===== src/rtl/io_uart.sv =====
// io_uart: memory-mapped UART on the IO bus. One bank of eight registers,
// a small TX FIFO feeding a serialiser, and a one-byte RX holding buffer.
module io_uart #(
   parameter int unsigned BANK        = 0,
   parameter int unsigned TX_DEPTH    = 4,
   parameter logic [15:0] DEFAULT_DIV = 16'd433
) (
   input  logic       clk,
   input  logic       reset,
   input  logic       pause,
   input  logic [4:0] io_readaddr,
   output logic [7:0] io_readdata,
   input  logic [4:0] io_writeaddr,
   input  logic [7:0] io_writedata,
   input  logic       io_write_en,
   output logic       irq_rx,
   output logic       irq_tx,
   output logic       txd,
   input  logic       rxd
);

   localparam int unsigned AW = $clog2(TX_DEPTH);
   localparam logic [AW:0] PTR_ONE = 1;

   typedef enum logic [1:0] {TX_IDLE, TX_START, TX_DATA, TX_STOP} tx_state_t;
   typedef enum logic [1:0] {RX_IDLE, RX_START, RX_DATA, RX_STOP} rx_state_t;

   // register file and decode
   logic [3:0]  ctrl_q;        // {tx_ie, rx_ie, rx_en, tx_en}
   logic [15:0] div_q;
   logic        wr_hit;
   logic [2:0]  wr_off;
   logic        rx_ack, err_clr, push_req;
   logic [7:0]  rd_mux, status;
   logic        unused_readbank;

   // TX FIFO
   logic [7:0]  tx_mem [TX_DEPTH];
   logic [AW:0] wr_ptr, rd_ptr;
   logic        tx_empty, tx_full, tx_push, tx_pop;

   // TX serialiser
   tx_state_t   tx_state, tx_next;
   logic [15:0] tx_cnt;
   logic [2:0]  tx_bit;
   logic [7:0]  tx_sh;
   logic        tx_tick, tx_busy;

   // RX deserialiser
   rx_state_t   rx_state, rx_next;
   logic [1:0]  rx_sync;
   logic        rx_s, rx_d, rx_fall;
   logic [15:0] rx_cnt;
   logic [2:0]  rx_bit;
   logic [7:0]  rx_sh, rx_buf;
   logic        rx_tick, rx_valid, overrun, frame_err;
   logic        rx_stop_evt, rx_free;

   assign wr_hit   = io_write_en && (io_writeaddr[4:3] == 2'(BANK));
   assign wr_off   = io_writeaddr[2:0];
   assign push_req = wr_hit && (wr_off == 3'd0);
   assign rx_ack   = wr_hit && (wr_off == 3'd2) && io_writedata[4];
   assign err_clr  = wr_hit && (wr_off == 3'd2) && io_writedata[5];

   // bank bits of the read address are checked by the controller
   assign unused_readbank = ^io_readaddr[4:3];

   assign tx_empty = (wr_ptr == rd_ptr);
   assign tx_full  = (wr_ptr[AW] != rd_ptr[AW]) && (wr_ptr[AW-1:0] == rd_ptr[AW-1:0]);
   // a pop in the same cycle frees a slot, so a push on a full FIFO still lands
   assign tx_push  = push_req && (!tx_full || tx_pop);

   assign status = {2'b00, tx_busy, frame_err, overrun, rx_valid, tx_empty, tx_full};
   assign irq_rx = rx_valid && ctrl_q[2];
   assign irq_tx = tx_empty && ctrl_q[3];

   // control and divisor registers
   always_ff @(posedge clk) begin
      if (reset) begin
         ctrl_q <= '0;
         div_q  <= DEFAULT_DIV;
      end else if (wr_hit) begin
         case (wr_off)
            3'd2:    ctrl_q       <= io_writedata[3:0];
            3'd3:    div_q[7:0]   <= io_writedata;
            3'd4:    div_q[15:8]  <= io_writedata;
            default: ;
         endcase
      end
   end

   // read mux; reads never have side effects
   always_comb begin
      rd_mux = '0;
      case (io_readaddr[2:0])
         3'd0:    rd_mux = rx_buf;
         3'd1:    rd_mux = status;
         3'd2:    rd_mux = {4'b0000, ctrl_q};
         3'd3:    rd_mux = div_q[7:0];
         3'd4:    rd_mux = div_q[15:8];
         default: rd_mux = '0;
      endcase
   end

   // registered read data, frozen while the pipeline is paused
   always_ff @(posedge clk) begin
      if (reset)       io_readdata <= '0;
      else if (!pause) io_readdata <= rd_mux;
   end

   // FIFO pointers
   always_ff @(posedge clk) begin
      if (reset) begin
         wr_ptr <= '0;
         rd_ptr <= '0;
      end else begin
         if (tx_push) wr_ptr <= wr_ptr + PTR_ONE;
         if (tx_pop)  rd_ptr <= rd_ptr + PTR_ONE;
      end
   end

   // FIFO storage
   always_ff @(posedge clk) begin
      if (tx_push) tx_mem[wr_ptr[AW-1:0]] <= io_writedata;
   end

   // TX state register
   always_ff @(posedge clk) begin
      if (reset) tx_state <= TX_IDLE;
      else       tx_state <= tx_next;
   end

   assign tx_tick = (tx_cnt == '0);

   // TX next-state
   always_comb begin
      tx_next = tx_state;
      case (tx_state)
         TX_IDLE:  if (ctrl_q[0] && !tx_empty)   tx_next = TX_START;
         TX_START: if (tx_tick)                  tx_next = TX_DATA;
         TX_DATA:  if (tx_tick && tx_bit == 3'd7) tx_next = TX_STOP;
         TX_STOP:  if (tx_tick)                  tx_next = TX_IDLE;
         default:                                tx_next = TX_IDLE;
      endcase
   end

   // TX outputs
   always_comb begin
      tx_pop  = (tx_state == TX_IDLE) && ctrl_q[0] && !tx_empty;
      tx_busy = (tx_state != TX_IDLE);
      case (tx_state)
         TX_START: txd = 1'b0;
         TX_DATA:  txd = tx_sh[0];
         default:  txd = 1'b1;
      endcase
   end

   // TX bit timer and shift register; divisor is re-read at every bit load
   always_ff @(posedge clk) begin
      if (reset) begin
         tx_cnt <= '0;
         tx_bit <= '0;
         tx_sh  <= '0;
      end else if (tx_pop) begin
         tx_sh  <= tx_mem[rd_ptr[AW-1:0]];
         tx_cnt <= div_q;
         tx_bit <= '0;
      end else if (tx_state != TX_IDLE) begin
         if (tx_tick) begin
            tx_cnt <= div_q;
            if (tx_state == TX_DATA) begin
               tx_sh  <= {1'b1, tx_sh[7:1]};
               tx_bit <= tx_bit + 3'd1;
            end
         end else begin
            tx_cnt <= tx_cnt - 16'd1;
         end
      end
   end

   // rxd synchroniser plus one stage for falling-edge detect
   always_ff @(posedge clk) begin
      if (reset) begin
         rx_sync <= 2'b11;
         rx_d    <= 1'b1;
      end else begin
         rx_sync <= {rx_sync[0], rxd};
         rx_d    <= rx_sync[1];
      end
   end

   assign rx_s    = rx_sync[1];
   assign rx_fall = rx_d && !rx_s;
   assign rx_tick = (rx_cnt == '0);

   // RX state register
   always_ff @(posedge clk) begin
      if (reset) rx_state <= RX_IDLE;
      else       rx_state <= rx_next;
   end

   // RX next-state; dropping rx_en aborts from any state
   always_comb begin
      rx_next = rx_state;
      if (!ctrl_q[1]) begin
         rx_next = RX_IDLE;
      end else begin
         case (rx_state)
            RX_IDLE:  if (rx_fall)                   rx_next = RX_START;
            RX_START: if (rx_tick)                   rx_next = rx_s ? RX_IDLE : RX_DATA;
            RX_DATA:  if (rx_tick && rx_bit == 3'd7) rx_next = RX_STOP;
            RX_STOP:  if (rx_tick)                   rx_next = RX_IDLE;
            default:                                 rx_next = RX_IDLE;
         endcase
      end
   end

   // RX outputs: stop-bit sample event and buffer availability
   always_comb begin
      rx_stop_evt = ctrl_q[1] && (rx_state == RX_STOP) && rx_tick;
      // an ack in the same cycle frees the buffer, so the new byte wins
      rx_free     = !rx_valid || rx_ack;
   end

   // RX bit timer and shift register; start bit is timed to its middle
   always_ff @(posedge clk) begin
      if (reset) begin
         rx_cnt <= '0;
         rx_bit <= '0;
         rx_sh  <= '0;
      end else if (rx_state == RX_IDLE) begin
         if (rx_fall) rx_cnt <= div_q >> 1;
      end else if (rx_tick) begin
         rx_cnt <= div_q;
         if (rx_state == RX_START) begin
            rx_bit <= '0;
         end else if (rx_state == RX_DATA) begin
            rx_sh  <= {rx_s, rx_sh[7:1]};
            rx_bit <= rx_bit + 3'd1;
         end
      end else begin
         rx_cnt <= rx_cnt - 16'd1;
      end
   end

   // RX buffer and sticky error flags; a new event wins over a clear
   always_ff @(posedge clk) begin
      if (reset) begin
         rx_buf    <= '0;
         rx_valid  <= 1'b0;
         overrun   <= 1'b0;
         frame_err <= 1'b0;
      end else begin
         if (rx_stop_evt && rx_s && rx_free) begin
            rx_buf   <= rx_sh;
            rx_valid <= 1'b1;
         end else if (rx_ack) begin
            rx_valid <= 1'b0;
         end

         if (rx_stop_evt && rx_s && !rx_free) overrun <= 1'b1;
         else if (err_clr)                    overrun <= 1'b0;

         if (rx_stop_evt && !rx_s) frame_err <= 1'b1;
         else if (err_clr)         frame_err <= 1'b0;
      end
   end

endmodule


===== config.mk =====
export PLATFORM = sky130hd
export DESIGN_NAME = io_uart
export DESIGN_NICKNAME = d
export VERILOG_FILES = /design/src/rtl/io_uart.sv
export SDC_FILE = /design/constraint.sdc
export NUM_CORES = 1
export LEC_CHECK = 0
export BUFFER_PORTS_ARGS = -buffer_cell sky130_fd_sc_hd__buf_4
export CORE_MARGIN = 2
export CORE_UTILIZATION = 36
export DETAILED_ROUTE_END_ITERATION = 16
export GPL_ROUTABILITY_DRIVEN = 0
export PLACE_DENSITY = 0.59
export SYNTH_ARGS = -nofsm -noshare
export SYNTH_HDL_FRONTEND = slang
export SYNTH_SLANG_ARGS = --single-unit

===== constraint.sdc =====
create_clock -name clk -period 3.5 [get_ports clk]
set_input_delay 0.7 -clock clk [delete_from_list [all_inputs] [get_ports clk]]
set_output_delay 0.7 -clock clk [all_outputs]
set_load 0.01 [all_outputs]

# Word level (Yosys, flattened, before mapping)
# Memories as Yosys holds them, arrays and structs flattened. A register that Yosys moved wholly into a read port is not among the register bits.
# Cells that the tools add are included.
# op_classes
n_eq_ne	26
bitwise_logic	3
multipliers	0
n_shift	0
order_cmp	0
n_div	0
n_reduce_logical	54
addsub	6
muxes	34
# ops
operator	n
16-bit two-way mux	6
8-bit case mux with 5 select lines	1
16-bit logical NOT	2
8-bit two-way mux	4
16-bit by 1-bit subtractor with 16-bit output (second input constant)	2
2-bit two-way mux	11
1-bit logical AND	21
2-bit inequality test (second input constant)	8
2-bit case mux with 4 select lines	2
2-bit nonzero test	8
3-bit by 1-bit adder with 3-bit output (second input constant)	4
3-bit by 2-bit equality test with 1-bit output (second input constant)	4
3-bit equality test (second input constant)	4
4-bit AND reduction	3
3-bit AND reduction	3
2-bit equality test (second input constant)	4
1-bit two-way mux	7
2-bit logical NOT	3
3-bit logical NOT	2
3-bit two-way mux	2
2-bit AND reduction	3
1-bit logical NOT	5
2-bit by 1-bit equality test with 1-bit output (second input constant)	2
2-bit OR reduction	2
other kinds (7)	10
# totals
latchBits	0
mem_count	1
romBits	0
elab_cells	144
register_bits	106
mem_bits_rw	32
# memory_table
memory	depth	word_bits	rd	rd_clocked_by_memory_dff	write_ports	line	source
tx_mem	4	8	1	1	1	38	logic [7:0] tx_mem [TX_DEPTH];

# Longest topological paths before layout
# depth
ltp_word	8
mapped_depth	9
depth_no_buf	7

# Worst setup path before layout
# OpenSTA, ideal clock, no wires.
# synth_path
path_type	in2reg
from	input io_writeaddr[4]
to	memory tx_mem[0][0] (enable)
arrival_ps	2185
path_buffers	1
setup_slack_ps	945
path_stages	5
setup_time_ps	371
cell_sequence	nor4b_2 -> nand2b_1 -> a211o_1 -> clkbuf_1 -> nor2_1
# synth_between
elab_chain_len	6
# synth_rtl
item	line	source
from (decl)	13	input logic [4:0] io_writeaddr,
2-bit logical NOT	59	assign wr_hit = io_write_en && (io_writeaddr[4:3] == 2'(BANK));
1-bit logical AND	59	
1-bit logical AND	61	assign push_req = wr_hit && (wr_off == 3'd0);
1-bit logical AND	71	assign tx_push = push_req && (!tx_full || tx_pop);
1-bit two-way mux	124	if (tx_push) tx_mem[wr_ptr[AW-1:0]] <= io_writedata;
1-bit two-way mux (not written as such)	124	
to (decl)	38	
# Every way passes these cells.

# Worst setup path after layout
# layout_path
from	register rx_cnt[0]
to	register rx_buf[5]
# layout_between
elab_chain_len	4
# layout_rtl
item	line	source
from (decl)	53	logic [15:0] rx_cnt;
from (signal assigned)	232	if (rx_fall) rx_cnt <= div_q >> 1;
from (signal assigned)	234	rx_cnt <= div_q;
from (signal assigned)	242	rx_cnt <= rx_cnt - 16'd1;
16-bit logical NOT	194	assign rx_tick = (rx_cnt == '0);
1-bit logical AND	220	rx_stop_evt = ctrl_q[1] && (rx_state == RX_STOP) && rx_tick;
1-bit logical AND (2 in series)	254	if (rx_stop_evt && rx_s && rx_free) begin
to (signal assigned)	255	rx_buf <= rx_sh;
to (decl)	55	logic [7:0] rx_sh, rx_buf;
# Every way passes these cells.
# A chain may end at the register's enable or synchronous reset.

==> Implementation_results.wiki <==
{| class="wikitable"
! Metric !! Value
|-
| Post-Synth XOR/XNOR Area || 0.02269
|-
| Compound-gate portion of the synthesized area || 0.1453
|-
| Worst clock skew on the final layout || 0.009220 ns
|-
| Clock-pin slew on the worst setup and hold paths || 0.06 ns
|-
| Flip-flop and latch area || 3123 um^2
|-
| Via count of the first global-routing pass || 5164
|-
| Leakage Power || 3.085 nW
|-
| Post-synthesis to final-layout area growth || 16.12%
|-
| Global-route usage over all layers || 0.1735
|-
| Result of the run || finished, final reports clean
|-
| Maximum capacitance violations || 0
|-
| Unrepaired setup endpoints after global routing || no
|-
| Wire length reported by the detailed router || 16.90 mm
|-
| Combinational power share || 0.057
|-
| Clock network fraction of total power || 0.503
|-
| Antenna Diode Count || 0
|-
| Min Clock Period, post-route || 2.600 ns
|-
| Worst Hold Slack || 0.4235 ns
|-
| Basic-gate share of the synthesized area counting and, or, nand and nor cells || 0.1812
|-
| Final worst slack || 0.9003 ns
|-
| Setup tns final || 0 ns
|-
| Quantity of I/O buffers inserted on ports || 31
|-
| Number of nets in the synthesized netlist || 764
|-
| Layout cell share with drive strength beyond 1 || 0.1520
|-
| Achievable clock frequency || 384.7 MHz
|-
| Post-Synth Adder-Cell Area || 0.03962
|-
| Maximum VDD drop || 0.2752 mV
|-
| Initial drt markers || 411
|-
| Critical path destination || rx_buf[5]
|-
| Worst slew slack as a fraction of its limit || 0.3780
|-
| Synth Cell Area || 6948 um^2
|-
| Starting Density || 0.3690
|-
| WL/cell || 16.73 um
|-
| Worst R2R Setup Slack || 0.90 ns
|-
| Worst setup path startpoint || rx_cnt[0]
|-
| Total of flip-flops plus latches after synthesis || 140
|-
| Most used flip-flop cell after synthesis || sky130_fd_sc_hd__dfxtp_1
|-
| Class of the worst hold path || reg2reg
|-
| Sequential fraction of the synthesis area || 0.4495
|-
| Total core area || 18830 um^2
|-
| TritonCTS Sinks || 140
|-
| Rows || 50
|-
| Finish-stage setup viols || 0
|-
| Critical Path Fanout Max || 8
|-
| I/O Pins || 34
|-
| Reg2reg end || rx_buf[5]
|-
| Die Footprint || 20430 um^2
|-
| Total area of multi-input combinational cells || 3530 um^2
|-
| HPWL after detailed placement || 11.40 mm
|-
| Internal Pwr Total || 2.895 mW
|-
| Count of flip-flops with a built-in enable after synthesis || 32
|-
| Sequential Power Share || 0.439
|-
| Mean number of vias per cell || 5.359
|-
| Clock network latency to the later pin of the worst-skew pair || 0.43 ns
|-
| Post-Syn Area per Cell || 9.663 um^2
|-
| Sw power || 0.9158 mW
|-
| Data arrival time at the worst-slack endpoint || 2.89 ns
|-
| Largest net degree at the start of global routing || 58
|-
| Top-count cell post-synth || sky130_fd_sc_hd__dfxtp_1
|-
| Synth top cells by count || sky130_fd_sc_hd__dfxtp_1, sky130_fd_sc_hd__nor2_1, sky130_fd_sc_hd__mux2i_1, sky130_fd_sc_hd__a21oi_1, sky130_fd_sc_hd__clkbuf_1
|-
| Number of hold-slack violations in the final timing report || 0
|-
| Ys Warns || 0
|-
| Crit Path Class || reg2reg
|-
| Switching power as a share of total power || 0.2403
|-
| Cts repair resizes || 0
|-
| Multiplexer area fraction after synthesis || 0.1192
|-
| Final max-slew violation count || 0
|-
| Proportion of register bits with asynchronous set or reset after synthesis || 0
|-
| Post-CTS setup repair buffer count || 0
|-
| Dominant combinational cell family by area after synthesis || simple AND/OR/NAND/NOR gates
|-
| Clk buf depth || 2
|-
| Power density cells || 472.4 nW/um^2
|-
| Filler cell count || 1850
|-
| Worst slew pin tran || 0.9329 ns
|-
| Number of distinct library cell variants in the gate-level netlist after synthesis || 59
|-
| Crit. End Element || flop
|-
| CP Data Required Time || 3.79 ns
|-
| Number of buffers inserted for hold repair after clock tree synthesis || 0
|-
| Gate count after technology mapping || 719
|-
| Height of the die || 142.9 um
|-
| Die extent in x || 142.9 um
|-
| Proportion of netlist area held by the largest area contributor || 0.3112
|-
| Clk root buf || sky130_fd_sc_hd__clkbuf_16
|-
| Nets || 782
|-
| Cell types with the largest area share after synthesis || sky130_fd_sc_hd__dfxtp_1, sky130_fd_sc_hd__edfxtp_1, sky130_fd_sc_hd__mux2i_1
|-
| Dominant cell type by area after synthesis || sky130_fd_sc_hd__dfxtp_1
|-
| Via count || 5413
|-
| Logic depth of the worst register-to-register path || 7
|-
| Fin crit share || 0.7428
|-
| Maximum level of the CTS H-tree || 4
|-
| Reg-to-reg startpoint || rx_cnt[0]
|-
| Worst Setup Start Kind || flop
|-
| Clock tree from TritonCTS || yes
|-
| Total clock buffers created by CTS || 17
|-
| Total congestion overflow after global routing || 0
|-
| Final ANT Viol Nets || 0
|-
| DR DRC count || 0
|-
| First-pass GRT wire length || 27.65 mm
|-
| First-pass iteration count of the detailed router || 5
|-
| Antenna violations before repair || 0
|-
| Worst slack after detailed placement || 0.7940 ns
|}
worst min path at each step:
| stage | from | endpoint | slack, ns | cells past startpoint |
|---|---|---|---|---|
| floorplan | rx_sync[0] | rx_sync[1] | 0.39 | 1 |
| global placement | rx_sync[0] | rx_sync[1] | 0.39 | 1 |
| detailed placement | rx_sync[0] | rx_sync[1] | 0.41 | 1 |
| CTS | rx_sync[0] | rx_sync[1] | 0.43 | 1 |
| finish | rx_sync[0] | rx_sync[1] | 0.42 | 1 |
| global route | rx_sync[0] | rx_sync[1] | 0.44 | 1 |
layer usage:
layer	track usage	share of wire	vias up	routed length, um
li1	-	-	2671	-
met4	0.05993	0.020	0	332
met3	0.03622	0.042	23	702
met2	0.2662	0.45	124	7614
met5	0	0	-	0
met1	0.2426	0.49	2595	8250
cell type report:
class,instances,area share
flip-flops and latches,140,0.3871
repair buffers,46,0.04280
inverters,31,0.01442
clock inverters,15,0.02512
multi-input cells,501,0.4375
well taps,260,0.04032
clock buffers,17,0.05273
cell families (layout without fill, tap and decap cells):
group / count (synthesis) / after routing
and+or+nand+nor: 237 / 237
AOI/OAI and AO/OA: 153 / 153
DFF: 140 / 140
buffers and inverters: 78 / 109
muxes: 71 / 71
adders and majority gates: 22 / 22
xor gates and xnor gates: 18 / 18
state kept, by name, indices dropped and copies added (netlist names), 4 cells and up, named ones only:
register     count
ctrl_q           4
tx_mem          32
io_readdata      8
rx_cnt          16
rx_buf           8
tx_sh            8
rx_sh            8
tx_cnt          16
div_q           16
metrics by stage:
stage,total power [mW],util,cells,cell area (um^2)
after floorplan,1.855,-,719,6948
after global placement,1.927,0.3951,978,7440
after detailed placement,1.928,0.3951,978,7440
after CTS,3.844,0.4284,1010,8068
after global routing,3.939,0.4284,1010,8068
final,3.811,0.4284,1010,8068
power by group through the flow:
stage / combinational (mW) / sequential [mW] / clock, mW
after global placement: 0.218 / 1.71 / 0
after global routing: 0.241 / 1.67 / 2.02
after detailed placement: 0.218 / 1.71 / 0
final: 0.219 / 1.67 / 1.92
after CTS: 0.219 / 1.67 / 1.95
after floorplan: 0.150 / 1.71 / 0
layout by cell type (no fill, tap or decap), types with 7 or more instances in the layout:
cell type and instances:
sky130_fd_sc_hd__o22ai_1 13, sky130_fd_sc_hd__nor3_1 24, sky130_fd_sc_hd__inv_1 31, sky130_fd_sc_hd__a31oi_1 7
sky130_fd_sc_hd__dfxtp_1 108, sky130_fd_sc_hd__nand3_1 16, sky130_fd_sc_hd__mux4_2 9, sky130_fd_sc_hd__clkbuf_16 17
sky130_fd_sc_hd__o21ai_0 21, sky130_fd_sc_hd__xnor2_1 12, sky130_fd_sc_hd__or3_1 8, sky130_fd_sc_hd__nand2_1 34
sky130_fd_sc_hd__nor4_1 10, sky130_fd_sc_hd__ha_1 22, sky130_fd_sc_hd__nand2b_1 8, sky130_fd_sc_hd__edfxtp_1 32
sky130_fd_sc_hd__a211oi_1 18, sky130_fd_sc_hd__a21oi_1 43, sky130_fd_sc_hd__nor2_1 80, sky130_fd_sc_hd__o32ai_1 7
sky130_fd_sc_hd__a211o_1 8, sky130_fd_sc_hd__mux2i_1 58, sky130_fd_sc_hd__buf_4 46, sky130_fd_sc_hd__nor2b_1 10
worst max-delay path, stage by stage, from the launching register on:
cell	delay, ns
sky130_fd_sc_hd__dfxtp_1	0.36
sky130_fd_sc_hd__inv_1	0.10
sky130_fd_sc_hd__ha_1	0.14
sky130_fd_sc_hd__nor4b_2	0.40
sky130_fd_sc_hd__nand4_2	0.39
sky130_fd_sc_hd__nor4_4	0.74
sky130_fd_sc_hd__mux2i_1	0.28
sky130_fd_sc_hd__nor2_1	0.05
Power figures use the tool's default switching activity.
